## src/rtl/bcd_disp_pkg.sv

```systemverilog
// Shared types and constants for the three-digit multiplexed BCD display.
package bcd_disp_pkg;

  // Number of multiplexed digits (hundreds, tens, units).
  localparam int NUM_DIGITS = 3;

  // Scan order: units -> tens -> hundreds -> units.
  typedef enum logic [1:0] {
    S_UNITS = 2'd0,
    S_TENS  = 2'd1,
    S_HUNDS = 2'd2
  } scan_state_e;

  // One BCD value as delivered by the converter.
  typedef struct packed {
    logic [3:0] hunds;
    logic [3:0] tens;
    logic [3:0] units;
  } bcd_digits_t;

  // Seven-segment codes, bit order {g,f,e,d,c,b,a}, active-high.
  localparam logic [6:0] SEG_0     = 7'h3F;
  localparam logic [6:0] SEG_1     = 7'h06;
  localparam logic [6:0] SEG_2     = 7'h5B;
  localparam logic [6:0] SEG_3     = 7'h4F;
  localparam logic [6:0] SEG_4     = 7'h66;
  localparam logic [6:0] SEG_5     = 7'h6D;
  localparam logic [6:0] SEG_6     = 7'h7D;
  localparam logic [6:0] SEG_7     = 7'h07;
  localparam logic [6:0] SEG_8     = 7'h7F;
  localparam logic [6:0] SEG_9     = 7'h6F;
  localparam logic [6:0] SEG_DASH  = 7'h40;
  localparam logic [6:0] SEG_BLANK = 7'h00;

  // One-hot digit enables, bit order {hunds,tens,units}.
  localparam logic [NUM_DIGITS-1:0] AN_UNITS = 3'b001;
  localparam logic [NUM_DIGITS-1:0] AN_TENS  = 3'b010;
  localparam logic [NUM_DIGITS-1:0] AN_HUNDS = 3'b100;

  // Digit enable belonging to a scan state.
  function automatic logic [NUM_DIGITS-1:0] an_for_state(input scan_state_e s);
    case (s)
      S_UNITS: return AN_UNITS;
      S_TENS:  return AN_TENS;
      S_HUNDS: return AN_HUNDS;
      default: return '0;
    endcase
  endfunction

endpackage

```

## src/rtl/seg7_decode.sv

```systemverilog
// Combinational BCD to seven-segment decoder with a blanking override.
// Non-BCD codes (10..15) render as a centre dash so bad data is visible.
module seg7_decode
  import bcd_disp_pkg::*;
(
  input  logic [3:0] digit_i,
  input  logic       blank_i,
  output logic [6:0] seg_o
);

  // Map the digit to its segment pattern, or dark when blanked.
  always_comb begin
    // NOTE: every combinational output gets a default first so no path can
    // leave it unassigned and infer a latch.
    seg_o = SEG_DASH;
    if (blank_i) begin
      seg_o = SEG_BLANK;
    end else begin
      case (digit_i)
        4'd0:    seg_o = SEG_0;
        4'd1:    seg_o = SEG_1;
        4'd2:    seg_o = SEG_2;
        4'd3:    seg_o = SEG_3;
        4'd4:    seg_o = SEG_4;
        4'd5:    seg_o = SEG_5;
        4'd6:    seg_o = SEG_6;
        4'd7:    seg_o = SEG_7;
        4'd8:    seg_o = SEG_8;
        4'd9:    seg_o = SEG_9;
        default: seg_o = SEG_DASH;
      endcase
    end
  end

endmodule

```

## src/rtl/bcd_seg_scan.sv

```systemverilog
// Three-digit multiplexed seven-segment driver.
// A scan FSM dwells DIV cycles on each digit. New BCD values are parked in a
// pending register and only copied to the displayed (shadow) digits at a frame
// boundary, so a frame never shows a mix of old and new digits.
module bcd_seg_scan
  import bcd_disp_pkg::*;
#(
  parameter int DIV = 1000
) (
  input  logic                  clk,
  input  logic                  rst,
  input  logic                  load,
  input  logic [3:0]            hunds,
  input  logic [3:0]            tens,
  input  logic [3:0]            units,
  output logic [6:0]            seg,
  output logic [NUM_DIGITS-1:0] an,
  output logic                  frame_done
);

  localparam int              CNT_W    = $clog2(DIV);
  localparam logic [CNT_W-1:0] CNT_LAST = CNT_W'(DIV - 1);

  // Scan state and dwell counter.
  scan_state_e      state_q, state_d;
  logic [CNT_W-1:0] cnt_q, cnt_d;

  // Pending (most recent load) and shadow (displayed) digits.
  bcd_digits_t pend_q, pend_d;
  logic        pend_valid_q, pend_valid_d;
  bcd_digits_t shadow_q, shadow_d;
  logic        valid_q, valid_d;

  // Registered outputs.
  logic [6:0]            seg_q, seg_d;
  logic [NUM_DIGITS-1:0] an_q, an_d;
  logic                  frame_done_q;

  // Digit currently being driven.
  logic [3:0]  cur_digit;
  logic        cur_blank;
  logic        dwell_end;
  logic        boundary;
  bcd_digits_t incoming;

  assign incoming  = '{hunds: hunds, tens: tens, units: units};
  assign dwell_end = (cnt_q == CNT_LAST);
  // Last cycle of the hundreds dwell: the scan is about to wrap to units.
  assign boundary  = (state_q == S_HUNDS) && dwell_end;

  // Scan state register.
  always_ff @(posedge clk or posedge rst) begin
    // NOTE: sequential state uses non-blocking assignments so every register
    // samples pre-edge values regardless of statement order.
    if (rst) begin
      state_q <= S_UNITS;
      cnt_q   <= '0;
    end else begin
      state_q <= state_d;
      cnt_q   <= cnt_d;
    end
  end

  // Next scan state: count the dwell, advance and wrap on its last cycle.
  always_comb begin
    state_d = state_q;
    cnt_d   = cnt_q + 1'b1;
    if (dwell_end) begin
      cnt_d = '0;
      case (state_q)
        S_UNITS: state_d = S_TENS;
        S_TENS:  state_d = S_HUNDS;
        S_HUNDS: state_d = S_UNITS;
        default: state_d = S_UNITS;
      endcase
    end
  end

  // Digit buffering: loads park in pending; the boundary publishes to shadow.
  // A load landing on the boundary itself goes straight to shadow, which also
  // supersedes anything still pending.
  always_comb begin
    pend_d       = pend_q;
    pend_valid_d = pend_valid_q;
    shadow_d     = shadow_q;
    valid_d      = valid_q;
    if (boundary) begin
      if (load) begin
        shadow_d     = incoming;
        valid_d      = 1'b1;
        pend_valid_d = 1'b0;
      end else if (pend_valid_q) begin
        shadow_d     = pend_q;
        valid_d      = 1'b1;
        pend_valid_d = 1'b0;
      end
    end else if (load) begin
      pend_d       = incoming;
      pend_valid_d = 1'b1;
    end
  end

  // Digit buffer registers.
  always_ff @(posedge clk or posedge rst) begin
    // NOTE: the digit buffers are reset on purpose: a reset must discard both
    // the displayed and the pending value, not just stop the scan.
    if (rst) begin
      pend_q       <= '0;
      pend_valid_q <= 1'b0;
      shadow_q     <= '0;
      valid_q      <= 1'b0;
    end else begin
      pend_q       <= pend_d;
      pend_valid_q <= pend_valid_d;
      shadow_q     <= shadow_d;
      valid_q      <= valid_d;
    end
  end

  // Pick the shadow digit for the current state and apply leading-zero
  // blanking; any non-BCD code counts as nonzero so it still shows a dash.
  always_comb begin
    cur_digit = shadow_q.units;
    cur_blank = 1'b1;
    case (state_q)
      S_UNITS: begin
        cur_digit = shadow_q.units;
        cur_blank = !valid_q;
      end
      S_TENS: begin
        cur_digit = shadow_q.tens;
        cur_blank = !valid_q ||
                    ((shadow_q.hunds == 4'd0) && (shadow_q.tens == 4'd0));
      end
      S_HUNDS: begin
        cur_digit = shadow_q.hunds;
        cur_blank = !valid_q || (shadow_q.hunds == 4'd0);
      end
      default: begin
        cur_digit = shadow_q.units;
        cur_blank = 1'b1;
      end
    endcase
  end

  seg7_decode u_decode (
    .digit_i (cur_digit),
    .blank_i (cur_blank),
    .seg_o   (seg_d)
  );

  assign an_d = an_for_state(state_q);

  // Output registers: an/seg follow the state one cycle later; frame_done
  // pulses in the cycle after the boundary.
  always_ff @(posedge clk or posedge rst) begin
    if (rst) begin
      seg_q        <= SEG_BLANK;
      an_q         <= '0;
      frame_done_q <= 1'b0;
    end else begin
      seg_q        <= seg_d;
      an_q         <= an_d;
      frame_done_q <= boundary;
    end
  end

  assign seg        = seg_q;
  assign an         = an_q;
  assign frame_done = frame_done_q;

endmodule

```

## config.mk

```make
export PLATFORM = sky130hd
export DESIGN_NAME = bcd_seg_scan
export DESIGN_NICKNAME = d
export VERILOG_FILES = /design/src/rtl/bcd_disp_pkg.sv /design/src/rtl/seg7_decode.sv /design/src/rtl/bcd_seg_scan.sv
export SDC_FILE = /design/constraint.sdc
export NUM_CORES = 1
export LEC_CHECK = 0
export CAP_MARGIN = 20
export CORE_MARGIN = 2
export CORE_UTILIZATION = 40
export CTS_BUF_LIST = sky130_fd_sc_hd__clkbuf_4 sky130_fd_sc_hd__clkbuf_8 sky130_fd_sc_hd__clkbuf_16
export DETAILED_ROUTE_END_ITERATION = 8
export MAX_ROUTING_LAYER = met4
export PLACE_DENSITY = 0.57
export SYNTH_ARGS = -nofsm -noshare
export SYNTH_HDL_FRONTEND = slang
export SYNTH_SLANG_ARGS = --single-unit
export TNS_END_PERCENT = 30
```

## constraint.sdc

```tcl
create_clock -name clk -period 2.9 [get_ports clk]
set_input_delay 0.29 -clock clk [delete_from_list [all_inputs] [get_ports clk]]
set_output_delay 0.29 -clock clk [all_outputs]
set_load 0.05 [all_outputs]
```

==> flow_metrics.py <==
metrics = {
    "logic_synthesis": {
        "synth-async-reset-ratio": 1.00,
        "ys_ff_latch": 49,
        "synth_edf_count": 0,
        "synth_seq_area_share": 0.520,
        "syn-num-nets": 216,
        "syn_area_per_cell_um2": 12.3,
        "synth_area_mm2": 0.00236,
        "synth.distinct_cells": 41,
        "synth_area_leader_cell": "dfrtp_1",
        "synth_cells": 191,
        "synth_ff_type": "dfrtp_1",
        "netlist_top_cells_area": "dfrtp_1 (52%), mux2_2 (13%), ha_1 (5.3%)",
        "yosysWarnings": 0,
        "synth_top_cell_area_share": 0.520,
    },
    "final_layout": {
        "nets": 245,
        "final_common_cell": "dfrtp_1",
        "diodes": 0,
        "fillCellCount": 524,
        "drive_above_1_share": 0.217,
        "area_growth_pct": 19.7,
        "final_cell_mix": "dfrtp_1 (49), mux2_2 (28), clkdlybuf4s50_1 (25), nor2_1 (13), ha_1 (10)",
        "final_util": 0.503,
        "stdcell_area_mm2": 0.00282,
    },
    "setup_path": {
        "cp_data_arrival_time_ns": 2.78,
        "reg2reg_depth": 6,
        "path_common_cell": "inv_1",
        "worst_setup_path_end_kind": "register",
        "crit_path_start_kind": "register",
        "crit_fanout": 11,
        "r2r_end": "seg[0]$_DFF_PP0_",
        "crit_chain": "inv_1 > ha_1 > inv_1 > or4b_2 > o221ai_1 > a2111oi_0",
        "crit_family": "compound AO/OA/AOI/OAI gates",
        "crit_type": "register to register",
        "r2r_start": "state_q[0]$_DFFE_PP0N_",
        "critPathBufInv": 2,
        "slowest_stage": "or4b_2",
        "crit_path_max_incr_delay_ns": 0.62,
        "required_ns": 3.03,
        "regToRegSetupSlack_ns": 0.26,
    },
    "place": {
        "placed_cell_area_mm2": 0.00268,
        "dp_hpwl_um": 3040,
        "numPortBuffers": 25,
        "gp_congestion": 0.893,
    },
    "timing": {
        "finalCriticalPeriod_ns": 2.64,
        "timing.slew.headroom": 0.619,
        "setup-violations-final": 0,
        "max_freq_mhz": 378,
        "tightest_slew_ns": 0.555,
        "period_share": 0.911,
        "rsz0062_at_grt": "no",
        "hold_viol": 0,
        "tns_ns": 0,
        "slew_viol_final": 0,
        "skew_ns": 0.00670,
    },
    "die": {
        "design.core.area_mm2": 0.00561,
        "die_h_um": 80.8,
        "core.rowCount": 27,
        "num_io_pins": 26,
        "die-area_mm2": 0.00652,
        "initial_core_util": 0.420,
        "die_x_um": 80.8,
    },
    "cts": {
        "cts_tree": "done",
        "clk_latency_ns": 0.29,
        "h-tree-depth": 2,
        "cts-root-to-sink-buffers": 2,
        "cts.sinks": 49,
        "cts.clk_slew.worst_paths_ns": 0.08,
        "post_cts_buffers": 0,
        "cts-root-buf": "clkbuf_8",
        "numCtsBuffers": 5,
    },
    "routing": {
        "drc": 0,
        "drtIter0Drc": 91,
        "first_pass_iters": 4,
        "vias": 1543,
        "wire_per_inst_um": 14.4,
        "via_per_inst": 5.27,
        "final_antenna_net_count": 0,
        "finalWirelength_um": 4220,
    },
    "pwr": {
        "seqPwrFrac": 0.546,
        "p_leak_uw": 0.00124,
        "p_switching_uw": 253,
        "pwr-share-comb": 0.064,
        "ir_drop_mv": 0.309,
        "p_clk_frac": 0.389,
        "swShare": 0.195,
        "power_density_mw_per_mm2": 458,
        "intPower_uw": 1040,
    },
    "worst_hold_path": {
        "hp-class": "input pin to asynchronous set/reset pin",
    },
    "grt": {
        "grt_max_degree": 50,
        "grt_pass1_wl_um": 7540,
        "grt_pass1_vias": 1608,
        "grt-ovfl-total": 0,
        "antenna_found_initial": 0,
        "track_usage": 0.153,
    },
    "run": {
        "drv_cap": 0,
    },
    "run_status": {
        "status": "finished, final reports clean",
    },
}
## registers in the layout (all words and copies together), names as in the netlist
register	flops
cnt_q	10
state_q	2
pend_valid_q	1
pend_q	12
shadow_q	12
an	3
frame_done	1
seg	7
valid_q	1
## worst max path at each step
stage	start	to	slack [ns]	cells after the start
4_1_cts	state_q[0]$_DFFE_PP0N_	seg[0]$_DFF_PP0_	0.14	8
3_3_place_gp	state_q[0]$_DFFE_PP0N_	seg[0]$_DFF_PP0_	0.48	6
6_report	state_q[0]$_DFFE_PP0N_	seg[0]$_DFF_PP0_	0.26	6
3_5_place_dp	state_q[0]$_DFFE_PP0N_	seg[0]$_DFF_PP0_	0.19	8
5_1_grt	state_q[0]$_DFFE_PP0N_	seg[0]$_DFF_PP0_	0.06	6
2_1_floorplan	state_q[0]$_DFFE_PP0N_	seg[0]$_DFF_PP0_	0.66	9
## layout make-up
type	count	area (µm²)	share of cell area
Timing Repair Buffer	29	293	0.104
Sequential cell	49	1230	0.435
Clock inverter	1	30.0	0.0106
Clock buffer	7	90.1	0.0319
Tap cell	72	90.1	0.0319
Multi-Input combinational cell	128	1070	0.378
Inverter	7	26.3	0.00931
## stage by stage
step	instances	hold WS, ns	worst slack, ns	power, µW
2_1_floorplan	191	0.433	0.657	769
3_3_place_gp	284	0.445	0.480	798
3_5_place_dp	284	0.455	0.189	802
4_1_cts	292	0.467	0.143	1310
5_1_grt	293	0.338	0.0633	1360
6_report	293	0.314	0.258	1290
## cells in the mapped netlist, types with 2 or more instances
library cell	instances
dfrtp_1	49
mux2_2	28
nor2_1	13
ha_1	10
mux2_1	9
a21oi_1	8
o21ai_0	8
inv_1	7
nand2_1	7
nand3_1	5
a311oi_1	3
clkbuf_1	3
nor4_1	3
xnor2_1	3
a2111oi_0	2
a22o_1	2
a22oi_1	2
buf_4	2
mux2i_1	2
o21a_1	2
or3_1	2
xor2_1	2
## layer usage
layer	GRT usage	share of wire	wire, µm	up-vias
met4	0.0339	0.0083	35	0
li1	-	-	-	744
met1	0.211	0.50	2090	764
met5	-	0	0	-
met2	0.238	0.46	1940	29
met3	0.0311	0.037	154	6
## power by group through the flow
stage,logic (µW),registers [µW],clock network (µW)
after floorplan,50.9,718,0
after detailed placement,82.0,720,0
after global placement,79.2,719,0
final,83.1,706,503
after global routing,92.8,709,555
after CTS,82.7,706,519
## logic make-up (layout without fill, tap and decap cells)
| group | after synthesis | count (layout) | synth area share |
|---|---|---|---|
| xor gates and xnor gates | 5 | 5 | 0.0186 |
| buffers and inverters | 14 | 44 | 0.0292 |
| and+or+nand+nor | 39 | 39 | 0.0908 |
| muxes | 39 | 39 | 0.185 |
| adders and majority gates | 10 | 10 | 0.0531 |
| AOI/OAI and AO/OA | 35 | 35 | 0.103 |
| DFF | 49 | 49 | 0.520 |
## timing repair
action / in CTS / in global routing
resized for setup: 0 / 1
endpoints found under the setup margin: 0 / 1
hold buffers: 0 / 0
No activity file was read; power rests on OpenSTA's default activity.
